--- src/rtl/sipo_deserializer.sv ---
// -----------------------------------------------------------------------------
// sipo_deserializer
//
// Serial-in / parallel-out receiver. It rebuilds N-bit words from an MSB-first
// serial stream and presents each word on a registered valid/ready port. A
// frame-sync strobe (qualified by sin_valid) marks the first bit of a frame.
// A sin_valid=0 cycle is a stall: all state holds until the next valid bit.
//
// Build option:
//   PARITY_EN  when defined, each frame carries N data bits followed by one
//              even-parity bit. parity_err is then registered together with
//              data_out. When undefined, frames are N bits long and
//              parity_err is tied to 0.
//
// Parameters:
//   N      data word width (N >= 2)
//   CNT_W  bit-counter width; 2**CNT_W must exceed the frame length
//
// Ports:
//   clk         clock, all state updates on the rising edge
//   rst         synchronous active-high reset
//   sin         serial data bit, MSB first
//   sin_valid   sin carries a valid bit this cycle
//   sync        with sin_valid: this bit starts a new frame
//   data_out    received word (first serial bit in data_out[N-1])
//   data_valid  data_out holds a word not yet accepted
//   data_ready  consumer accepts the word when data_valid && data_ready
//   overrun     one-cycle pulse: an unaccepted word was overwritten
//   parity_err  parity flag for the word currently in data_out
// -----------------------------------------------------------------------------
module sipo_deserializer #(
   parameter int N     = 4,
   parameter int CNT_W = 3
) (
   input  logic         clk,
   input  logic         rst,
   input  logic         sin,
   input  logic         sin_valid,
   input  logic         sync,
   output logic [N-1:0] data_out,
   output logic         data_valid,
   input  logic         data_ready,
   output logic         overrun,
   output logic         parity_err
);

`ifdef PARITY_EN
   localparam int FRAME = N + 1;
`else
   localparam int FRAME = N;
`endif

   // The shift register only holds the bits that precede the last bit of a
   // frame; the last bit is taken straight from sin on the completing edge.
   localparam int SH_W = FRAME - 1;

   localparam logic [CNT_W-1:0] CNT_ONE  = CNT_W'(1);
   localparam logic [CNT_W-1:0] CNT_LAST = CNT_W'(FRAME - 1);

   typedef enum logic {
      IDLE  = 1'b0,
      SHIFT = 1'b1
   } state_t;

   state_t           state_reg, state_next;
   logic [CNT_W-1:0] cnt_reg, cnt_next;
   logic [SH_W-1:0]  shreg_reg, shreg_next;
   logic [N-1:0]     data_reg, data_next;
   logic             valid_reg, valid_next;
   logic             overrun_reg, overrun_next;
   logic [N-1:0]     word_asm;
   logic             complete;
`ifdef PARITY_EN
   logic             perr_reg, perr_next;
`endif

   always_ff @(posedge clk) begin
      if (rst) begin
         state_reg   <= IDLE;
         cnt_reg     <= '0;
         shreg_reg   <= '0;
         data_reg    <= '0;
         valid_reg   <= 1'b0;
         overrun_reg <= 1'b0;
`ifdef PARITY_EN
         perr_reg    <= 1'b0;
`endif
      end else begin
         state_reg   <= state_next;
         cnt_reg     <= cnt_next;
         shreg_reg   <= shreg_next;
         data_reg    <= data_next;
         valid_reg   <= valid_next;
         overrun_reg <= overrun_next;
`ifdef PARITY_EN
         perr_reg    <= perr_next;
`endif
      end
   end

   always_comb begin
      state_next   = state_reg;
      cnt_next     = cnt_reg;
      shreg_next   = shreg_reg;
      complete     = 1'b0;
      data_next    = data_reg;
      valid_next   = valid_reg;
      overrun_next = 1'b0;
`ifdef PARITY_EN
      // The parity bit is the last bit; the data word is already complete.
      word_asm     = shreg_reg;
      perr_next    = perr_reg;
`else
      word_asm     = {shreg_reg, sin};
`endif

      case (state_reg)
         IDLE: begin
            if (sin_valid && sync) begin
               shreg_next = SH_W'(sin);
               cnt_next   = CNT_ONE;
               state_next = SHIFT;
            end
         end
         SHIFT: begin
            if (sin_valid) begin
               if (sync) begin
                  // A sync mid-frame restarts; the partial word is dropped.
                  shreg_next = SH_W'(sin);
                  cnt_next   = CNT_ONE;
               end else if (cnt_reg == CNT_LAST) begin
                  complete   = 1'b1;
                  cnt_next   = '0;
                  state_next = IDLE;
               end else begin
                  shreg_next = SH_W'({shreg_reg, sin});
                  cnt_next   = cnt_reg + CNT_ONE;
               end
            end
         end
         default: state_next = IDLE;
      endcase

      // A completion always wins: the new word loads even if the old one
      // is accepted on the same edge, so data_valid stays high.
      if (complete) begin
         data_next    = word_asm;
         valid_next   = 1'b1;
         overrun_next = valid_reg && !data_ready;
`ifdef PARITY_EN
         perr_next    = ^{shreg_reg, sin};
`endif
      end else if (valid_reg && data_ready) begin
         valid_next = 1'b0;
      end
   end

   assign data_out   = data_reg;
   assign data_valid = valid_reg;
   assign overrun    = overrun_reg;
`ifdef PARITY_EN
   assign parity_err = perr_reg;
`else
   assign parity_err = 1'b0;
`endif

endmodule

--- config.mk ---
export PLATFORM = sky130hd
export DESIGN_NAME = sipo_deserializer
export DESIGN_NICKNAME = d
export VERILOG_FILES = /design/src/rtl/sipo_deserializer.sv
export SDC_FILE = /design/constraint.sdc
export NUM_CORES = 1
export LEC_CHECK = 0
export BUFFER_PORTS_ARGS = -buffer_cell sky130_fd_sc_hd__buf_2
export CAP_MARGIN = 25
export CORE_AREA = 8 8 45 47
export CTS_CLUSTER_DIAMETER = 40
export DETAILED_ROUTE_END_ITERATION = 6
export DIE_AREA = 0 0 53 55
export PLACE_DENSITY_LB_ADDON = 0.12
export SLEW_MARGIN = 15
export SYNTH_ARGS = -nofsm -noshare
export SYNTH_HDL_FRONTEND = slang
export SYNTH_SLANG_ARGS = --single-unit
--- constraint.sdc ---
create_clock -name clk -period 1.65 [get_ports clk]
set_input_delay 0.2475 -clock clk [delete_from_list [all_inputs] [get_ports clk]]
set_output_delay 0.2475 -clock clk [all_outputs]
set_load 0.02 [all_outputs]
==> summary.txt, run 1 <==
Run status
  – Status: completed

Critical path
  – Worst path top cell family by delay: compound AO/OA/AOI/OAI gates
  – Crit path capture type: flop
  – Worst Path Arrival: 1.47 ns
  – Worst path slowest cell: dfxtp_1
  – Buf+Inv Stages, Crit Path: 0
  – Kind of critical path: flop to flop
  – Worst EP required: between 1.5 and 2 ns
  – Slowest stage delay, CP: between 0.3 and 0.4 ns
  – Worst Path Max Fanout: 5
  – Crit-path cells: ha_1, nand2b_1, o31a_1, a22o_1
  – Startpoint Class: flop

Timing
  – Final Hold Fails: 0
  – Fin crit share: 0.7902
  – Max Fclk: 0.7670 GHz
  – Slew Viols, Final: 0
  – Final setup TNS: 0 ns
  – Layout Skew: around 0.0044 ns
  – Final setup violation count: 0
  – Min Clock Period, post-route: 1.304 ns
  – RSZ-0062 raised after global routing: false

Place
  – Detailed Place HPWL: 817.7 microns
  – Dpl cells: 79
  – Placer Congestion: 0.7670
  – Buffers on Ports: 11

Clock network
  – Reg clk slew, reported paths: approximately 0.080 ns
  – CTS root buffer: clkbuf_4
  – Post-CTS resize count: 0
  – CTS tree: built
  – Clock Sinks: 13
  – Max clock buf depth: 2
  – Hold_buf cts: 0
  – Skew-Pair Late Insertion Delay: between 0.2 and 0.3 ns
  – Postcts setup bufs: 0
  – Num CTS Buffers: 3
  – H-tree levels: 1

Floorplan
  – Core Box Area: 1384 sq um
  – Die height: 55 microns
  – Initial Util: 0.3861
  – Row cnt: 14
  – Die X: 53 microns
  – Die area: 2915 sq um
  – Ports: 13

Route
  – Vias per cell: about 5
  – Vias: 408
  – Router iterations before antenna repair: 4
  – DRT iter0 DRCs: 8
  – Final wirelength: approximately 1100 microns
  – # DRC: 0
  – Final ANT Viol Nets: 0
  – DR WL/cell: ~13 microns

Synthesis
  – Seq/Total Area, Yosys: 0.4871
  – Yosys warnings: 0
  – Post-synth EDFFs: 0
  – Mean Syn Cell Area: about 10 sq um
  – Cell variety after synth: 25
  – Mapped Cells: 53
  – FF+latch count, synth: 13
  – Post-synth net total: 60
  – Synth async-reset ratio: 0
  – Top_reg_cell synth: dfxtp_1
  – Mapped cell area: 534.3 sq um

Cells and area
  – NumNets Final: 75
  – Final Util: 0.4539
  – Post-route insts no fill: 83
  – N_diodes: 0
  – Fraction of layout cells with a size suffix above 1: 0.2537
  – FILL cells: 145
  – Number of flip-flops in the largest register: 4
  – Area Growth Syn to Fin: 17.56%

Power and ir drop
  – Total power per unit cell area: 893.6 nW/um^2
  – Static Leakage: 0.2840 nW
  – Worst VDD drop: 473.3 uV

Min path
  – HP Class: primary input to flop

Job
  – Max-Cap Viols: 0

Global route
  – First-pass GRT wire length: 1807 microns
  – Initial antenna violation count: 0
  – Gr usage total: 0.08667
  – Grt ovf: 0
  – Largest net degree at the start of global routing: 10
  – Via count of the first global-routing pass: 409
[cells by family after synthesis]
kind of cell	after synthesis	share of synthesized area
other	1	0.007019
adders and majority gates	1	0.02342
buffers and inverters	3	0.02809
and+or+nand+nor	20	0.2178
AOI/OAI and AO/OA	12	0.1803
muxes	3	0.05621
DFF	13	0.4871
[synthesized netlist by cell type (2+ instances only)]
master | count | share of area
nand2_1 | 6 | 0.042
nor2_1 | 2 | 0.014
nand3_1 | 2 | 0.019
nor2b_1 | 4 | 0.047
mux2i_1 | 3 | 0.056
and3_1 | 2 | 0.023
dfxtp_1 | 13 | 0.49
a22o_1 | 4 | 0.066
[path summary, 6_finish.rpt]
kind | startpoint | to | slack [ns] | cells after the start
hold reg to reg | shreg_reg[2] | shreg_reg[2] | 0.47 | 2
setup reg to reg | cnt_reg[0] | data_out[1] | 0.35 | 4
hold / removal | rst | cnt_reg[1] | 0.21 | 2
setup / recovery | cnt_reg[0] | data_out[1] | 0.35 | 4
[layout by cell type, fill, tap and decap left out]
| master | instances |
|---|---|
| o21ai_0 | 1 |
| a22o_1 | 4 |
| nand2b_1 | 1 |
| nor2_1 | 2 |
| and3_1 | 2 |
| nand2_1 | 6 |
| o31a_1 | 1 |
| inv_1 | 1 |
| nor4_4 | 1 |
| a31o_1 | 1 |
| a221oi_1 | 1 |
| nor3_1 | 1 |
| dfxtp_1 | 13 |
| clkbuf_1 | 1 |
| mux2i_1 | 3 |
| a21oi_1 | 1 |
| nand2_2 | 1 |
| buf_2 | 11 |
| o21ai_2 | 1 |
| a21o_1 | 1 |
| conb_1 | 1 |
| clkbuf_4 | 3 |
| ha_1 | 1 |
| nor2b_1 | 4 |
| a32oi_1 | 1 |
| nand3_1 | 2 |
| clkinv_1 | 1 |
[cell type report]
type / count / area [sq um] / area share
inverter: 2 / 7.507 / 0.01195
sequential: 13 / 260.3 / 0.4143
timing repair buffer: 11 / 55.05 / 0.08765
clock buffer: 4 / 26.28 / 0.04183
tap: 16 / 20.02 / 0.03187
multi-input combinational: 37 / 259.0 / 0.4124
[metrics by stage]
step	power, mW	setup WS (ns)	hold slack (ns)	cell area (sq um)
floorplan	0.3606	0.4350	0.3199	534.3
global placement	0.3784	0.3684	0.4454	601.8
detailed placement	0.3781	0.3532	0.4586	601.8
CTS	0.5705	0.3415	0.2010	628.1
global route	0.5957	0.2162	0.2011	628.1
finish	0.5613	0.3462	0.2094	628.1
[layer usage]
metal  vias to the layer above  global-route usage  wire length (microns)
li1                        215                   -                      -
met1                       181              0.1045                    497
met2                        12              0.1211                    430
met3                         0             0.06684                    134
met4                         0             0.01293                      0
met5                         -                   0                      0
[where the power goes]
| group | total, mW | switching (mW) | internal (mW) |
|---|---|---|---|
| logic | 0.0456 | 0.0276 | 0.0180 |
| clock network | 0.191 | 0.0970 | 0.0936 |
| registers | 0.325 | 0.00614 | 0.319 |
[worst register-to-register path, cell delays in order (launching register included)]
cell and delay (ns):
dfxtp_1 0.38, ha_1 0.19, nand2b_1 0.12, o31a_1 0.32, a22o_1 0.19
Power figures use the tool's default switching activity.
==> run 2, diff against run 1 <==
- clock period: 1.65 -> 1.1 ns (I/O delays scaled with it)
==> run 2 against run 1 <==
Against the previous run: the flow now finishes with violations (negative setup slack); clock-buffer cell count is the same; sequential power grew 50%; register-to-register slack lost 0.43 ns; sequential cell count is the same; wire length grew 9.4%; worst setup slack lost 0.43 ns; critical endpoint is now data_out[2].
==> summary.txt, run 2 (synthesis results as in run 1) <==
Run status
  – Status: finished, violations left (was completed)
  – Failing checks: negative setup slack

Route
  – Vias: 452 (was 408)
  – Final ANT Viol Nets: 0 (unchanged)
  – DR WL/cell: 12.77 microns (was 12.80 microns)
  – Final wirelength: 1162 microns (was 1062 microns)
  – Vias per cell: 4.967 (was 4.916)
  – # DRC: 0 (unchanged)
  – Router iterations before antenna repair: 4 (unchanged)
  – DRT iter0 DRCs: 7 (was 8)

Place
  – Buffers on Ports: 11 (unchanged)
  – Placer Congestion: 0.7739 (was 0.7670)
  – Detailed Place HPWL: 855 microns (was 817.7 microns)
  – Dpl cells: 84 (was 79)

Global route
  – Via count of the first global-routing pass: 438 (was 409)
  – First-pass GRT wire length: 1918 microns (was 1807 microns)
  – Met3 Usage GRT: 0.03743 (was 0.06684)
  – Met2 usage: 0.1328 (was 0.1211)
  – Met1 track demand over resource: 0.1104 (was 0.1045)
  – Largest net degree at the start of global routing: 9 (was 10)
  – Gr usage total: 0.08936 (was 0.08667)
  – Initial antenna violation count: 0 (unchanged)
  – Grt ovf: 0 (unchanged)
  – Global route hottest layer: met2 (unchanged)

Timing
  – RSZ-0062 raised after global routing: true (was false)
  – Slew Viols, Final: 0 (unchanged)
  – Final setup violation count: 10 (was 0)
  – Min Clock Period, post-route: 1.184 ns (was 1.304 ns)
  – Final Hold Fails: 0 (unchanged)
  – Fin crit share: 1.076 (was 0.7902)
  – Max Fclk: 0.8446 GHz (was 0.7670 GHz)
  – Final setup margin: -0.08399 ns (was 0.3462 ns)
  – Layout Skew: 0.001258 ns (was 0.004409 ns)

Floorplan
  – Row cnt: 14 (unchanged)
  – Die height: 55 microns (unchanged)
  – Initial Util: 0.3861 (unchanged)
  – Ports: 13 (unchanged)
  – Die area: 2915 sq um (unchanged)
  – Die X: 53 microns (unchanged)
  – Core Box Area: 1384 sq um (unchanged)

Critical path
  – Worst Path Arrival: 1.35 ns (was 1.47 ns)
  – Worst R2R Start: cnt_reg[1] (was cnt_reg[0])
  – Buf+Inv Stages, Crit Path: 0 (unchanged)
  – Startpoint Class: flop (unchanged)
  – Crit path capture type: flop (unchanged)
  – CP startpoint: cnt_reg[1] (was cnt_reg[0])
  – Worst EP required: 1.27 ns (was 1.82 ns)
  – Worst Path Max Fanout: 5 (unchanged)
  – Worst path top cell family by delay: compound AO/OA/AOI/OAI gates (unchanged)
  – Kind of critical path: flop to flop (unchanged)
  – Slowest stage delay, CP: 0.36 ns (was 0.38 ns)
  – Crit-path cells: ha_4, nand2b_4, o31a_1, a22o_1 (was ha_1, nand2b_1, o31a_1, a22o_1)
  – Worst path slowest cell: dfxtp_2 (was dfxtp_1)

Cells and area
  – NumNets Final: 83 (was 75)
  – Area Growth Syn to Fin: 33.02% (was 17.56%)
  – Fraction of layout cells with a size suffix above 1: 0.3867 (was 0.2537)
  – N_diodes: 0 (unchanged)
  – Number of flip-flops in the largest register: 4 (unchanged)
  – Commonest cells after routing, fill and taps aside: dfxtp_1 (11), buf_2 (11), buf_4 (8) (was dfxtp_1 (13), buf_2 (11), nand2_1 (6))
  – Post-route insts no fill: 91 (was 83)

Min path
  – HP Class: primary input to flop (unchanged)
  – HP Start: sin (was rst)

Clock network
  – Max clock buf depth: 2 (unchanged)
  – Clock Sinks: 13 (unchanged)
  – Reg clk slew, reported paths: 0.08 ns (about the same)
  – H-tree levels: 1 (unchanged)
  – CTS tree: built (unchanged)
  – CTS root buffer: clkbuf_4 (unchanged)
  – Skew-Pair Late Insertion Delay: 0.27 ns (about the same)
  – Post-CTS resize count: 0 (unchanged)
  – Num CTS Buffers: 3 (unchanged)

Power and ir drop
  – Worst VDD drop: 604.3 uV (was 473.3 uV)
  – Final Power: 0.8726 mW (was 0.5613 mW)
  – Total power per unit cell area: 1228 nW/um^2 (was 893.6 nW/um^2)
  – Static Leakage: 0.3239 nW (was 0.2840 nW)

Job
  – Max-Cap Viols: 0 (unchanged)
-- run 2: cell count changes in the layout (fill, tap and decap cells not counted) --
cell / delta
ha_1: -1
dfxtp_2: +2
dfxtp_1: -2
buf_4: +8
nand2b_1: -1
ha_4: +1
nand2b_4: +1
-- run 2: metal layers --
| layer | vias to the layer above | part of all wire |
|---|---|---|
| met5 | - | 0 |
| met4 | 0 | 0.0095 |
| met3 | 2 | 0.074 |
| met2 | 9 | 0.40 |
| met1 | 208 | 0.52 |
| li1 | 233 | - |
-- run 2: final cells by class --
type	count	area, sq um
tap	16	20.02
multi-input combinational	37	279.0
inverter	2	7.507
fill	127	673.1
timing repair buffer	19	115.1
sequential	13	262.8
clock buffer	4	26.28
-- run 2: power by group --
part | switching (mW) | internal (mW) | total [mW]
combinational | 0.0495 | 0.0420 | 0.0915
sequential | 0.00646 | 0.479 | 0.486
clock | 0.155 | 0.140 | 0.296
total | 0.211 | 0.661 | 0.873
-- run 2: path summary, 6_finish.rpt --
check,depth (start not counted),slack (ns),to
worst max-delay path,4,-0.08,data_out[2]
worst min-delay path,2,0.13,data_out[0]
worst max register to register,4,-0.08,data_out[2]
worst min register to register,2,0.47,shreg_reg[2]
-- run 2: metrics by stage --
step                      worst slack [ns]  TNS (ns)  cell area (sq um)  hold WS (ns)    util
after floorplan                   -0.07274   -0.3186              556.8        0.2300       -
after global placement             -0.1113   -0.5393              661.9        0.4204  0.4783
after detailed placement           -0.1268   -0.6449              661.9        0.4139  0.4783
after CTS                         -0.09012   -0.5843              695.7        0.1240  0.5027
after global routing               -0.1382    -1.185              710.7        0.1227  0.5136
final                             -0.08399   -0.5794              710.7        0.1305  0.5136
-- run 2: what timing repair did --
| action | CTS | global route |
|---|---|---|
| pin swaps | 1 | 0 |
| setup endpoints to repair | 9 | 12 |
| setup buffers | 1 | 2 |
| hold endpoints to repair | 0 | 0 |
| hold buffers | 0 | 0 |
==> run 3, diff against run 2 <==
- GPL_TIMING_DRIVEN: default -> 0
==> run 3 against run 2 <==
Against the previous run: the flow still finishes with violations (negative setup slack); design area shrank 1.9%; worst setup slack worse by 0.010 ns; hold slack improved by 0.0068 ns; maximum frequency shrank 0.84%; via count down 3.1%; utilization shrank 0.99 points; non-clock buffer count fell by 4; critical path depth unchanged; sequential power is essentially flat; power down 3.6%; highest routed layer is now met3.
==> summary.txt, run 3 (synthesis results as in run 1) <==
Min path
  – HP Class: primary input to flop (unchanged)
  – Hold path cells: 2 (unchanged)

Clock network
  – CTS tree: built (unchanged)
  – Max clock buf depth: 2 (unchanged)
  – Skew-Pair Late Insertion Delay: 0.27 ns (about the same)
  – Clock Sinks: 13 (unchanged)
  – Num CTS Buffers: 3 (unchanged)
  – CTS root buffer: clkbuf_4 (unchanged)
  – Hold_buf cts: 0 (unchanged)
  – Reg clk slew, reported paths: 0.07 ns (was 0.08 ns)
  – H-tree levels: 1 (unchanged)

Critical path
  – Worst EP required: 1.25 ns (was 1.27 ns)
  – Slowest stage delay, CP: 0.36 ns (about the same)
  – Worst Path Max Fanout: 5 (unchanged)
  – Kind of critical path: flop to flop (unchanged)
  – Crit path capture type: flop (unchanged)
  – CP Depth: 4 (unchanged)
  – Worst path top cell family by delay: compound AO/OA/AOI/OAI gates (unchanged)
  – R2R depth: 4 (unchanged)
  – Startpoint Class: flop (unchanged)
  – Worst path slowest cell: dfxtp_2 (unchanged)
  – Crit-path cells: ha_4, nand2b_4, o31a_1, a22o_1 (unchanged)
  – Buf+Inv Stages, Crit Path: 0 (unchanged)
  – Worst Path Arrival: 1.35 ns (about the same)

Global route
  – Grt ovf: 0 (unchanged)
  – Largest net degree at the start of global routing: 10 (was 9)
  – Gr usage total: 0.08022 (was 0.08936)
  – Initial antenna violation count: 0 (unchanged)
  – First-pass GRT wire length: 1766 microns (was 1918 microns)
  – Via count of the first global-routing pass: 426 (was 438)

Route
  – DRT iter0 DRCs: 2 (was 7)
  – Vias: 438 (was 452)
  – Router iterations before antenna repair: 4 (unchanged)
  – DR WL/cell: 12.10 microns (was 12.77 microns)
  – Final ANT Viol Nets: 0 (unchanged)
  – Vias per cell: 5.034 (was 4.967)
  – Final wirelength: 1053 microns (was 1162 microns)
  – # DRC: 0 (unchanged)

Job
  – Max-Cap Viols: 0 (unchanged)

Place
  – Buffers on Ports: 11 (unchanged)
  – Dpl cells: 80 (was 84)
  – Placed Area: 631.9 sq um (was 661.9 sq um)
  – Placer Congestion: 0.7109 (was 0.7739)

Timing
  – Final setup margin: -0.09401 ns (was -0.08399 ns)
  – Fin crit share: 1.085 (was 1.076)
  – Final setup violation count: 9 (was 10)
  – Max Fclk: 0.8375 GHz (was 0.8446 GHz)
  – RSZ-0062 raised after global routing: true (unchanged)
  – Layout Skew: 0.006557 ns (was 0.001258 ns)
  – Hold Slack: 0.1374 ns (was 0.1305 ns)
  – Final Hold Fails: 0 (unchanged)
  – Slew Viols, Final: 0 (unchanged)
  – Min Clock Period, post-route: 1.194 ns (was 1.184 ns)

Cells and area
  – Final Util: 0.5036 (was 0.5136)
  – Area Growth Syn to Fin: 30.44% (was 33.02%)
  – Post-route insts no fill: 87 (was 91)
  – Commonest non-fill, non-tap cell in the layout: buf_2
  – NumNets Final: 79 (was 83)
  – Number of flip-flops in the largest register: 4 (unchanged)
  – N_diodes: 0 (unchanged)
  – Commonest cells after routing, fill and taps aside: buf_2 (11), dfxtp_1 (10), nand2_1 (6) (was dfxtp_1 (11), buf_2 (11), buf_4 (8))
  – Fraction of layout cells with a size suffix above 1: 0.3803 (was 0.3867)
  – Post-Layout Inst Area: 696.9 sq um (was 710.7 sq um)

Run status
  – Status: finished, violations left (unchanged)
  – Failing checks: negative setup slack (unchanged)

Floorplan
  – Initial Util: 0.3861 (unchanged)
  – Ports: 13 (unchanged)
  – Die X: 53 microns (unchanged)
  – Row cnt: 14 (unchanged)
  – Die area: 2915 sq um (unchanged)
  – Die height: 55 microns (unchanged)
  – Core Box Area: 1384 sq um (unchanged)

Power and ir drop
  – Total power per unit cell area: 1208 nW/um^2 (was 1228 nW/um^2)
  – Net Sw Frac: 0.2250 (was 0.2423)
  – Clock Power Share: 0.327 (was 0.339)
  – Worst VDD drop: 1043 uV (was 604.3 uV)
  – Psw: 0.1893 mW (was 0.2114 mW)
  – Static Leakage: 0.3070 nW (was 0.3239 nW)
  – Flop pwr share: 0.578 (was 0.556)
  – Comb power frac: 0.095 (was 0.105)
  – Int Power: 0.6522 mW (was 0.6612 mW)
## run 3: metal layers
layer  part of all wire  wire, microns  track usage  vias to the layer above
met1               0.47            493      0.09105                      201
met5                  0              0            0                        -
li1                   -              -            -                      226
met3              0.077             81      0.05615                        0
met2               0.45            477       0.1289                       11
met4                  0              0            0                        0
## run 3: power by group through the flow
stage          clock, mW  sequential, mW  combinational [mW]
6_report           0.275           0.486              0.0797
5_1_grt            0.313           0.488              0.0887
4_1_cts            0.294           0.487              0.0776
3_5_place_dp           0           0.500              0.0718
3_3_place_gp           0           0.500              0.0711
2_1_floorplan          0           0.498              0.0457
## run 3: metrics by stage
step                      total power, mW  TNS [ns]  setup WS [ns]
after floorplan                    0.5436   -0.3186       -0.07274
after global placement             0.5716   -0.9504        -0.1622
after detailed placement           0.5719   -0.9013        -0.1570
after CTS                          0.8588   -0.5628       -0.09551
after global routing               0.8898   -0.9255        -0.1247
final                              0.8416   -0.5428       -0.09401
## run 3: timing repair
item,in CTS,in global routing
setup endpoints to repair,10,11
resized for setup,2,3
pin swaps,2,2
setup buffers,2,1
## run 3: cell type report
class                      instances  area (sq um)
tap                               16         20.02
fill                             136         686.9
buffer                             1         7.507
clock buffer                       4         26.28
timing repair buffer              14         77.57
sequential                        13         269.0
inverter                           2         7.507
multi-input combinational         37         289.0
## run 3: path summary, 6_finish.rpt
kind | startpoint | end | slack (ns)
worst min register to register | shreg_reg[2] | shreg_reg[2] | 0.46
worst min-delay path | rst | cnt_reg[1] | 0.14
worst max register to register | cnt_reg[1] | data_out[0] | -0.09
worst max-delay path | cnt_reg[1] | data_out[0] | -0.09
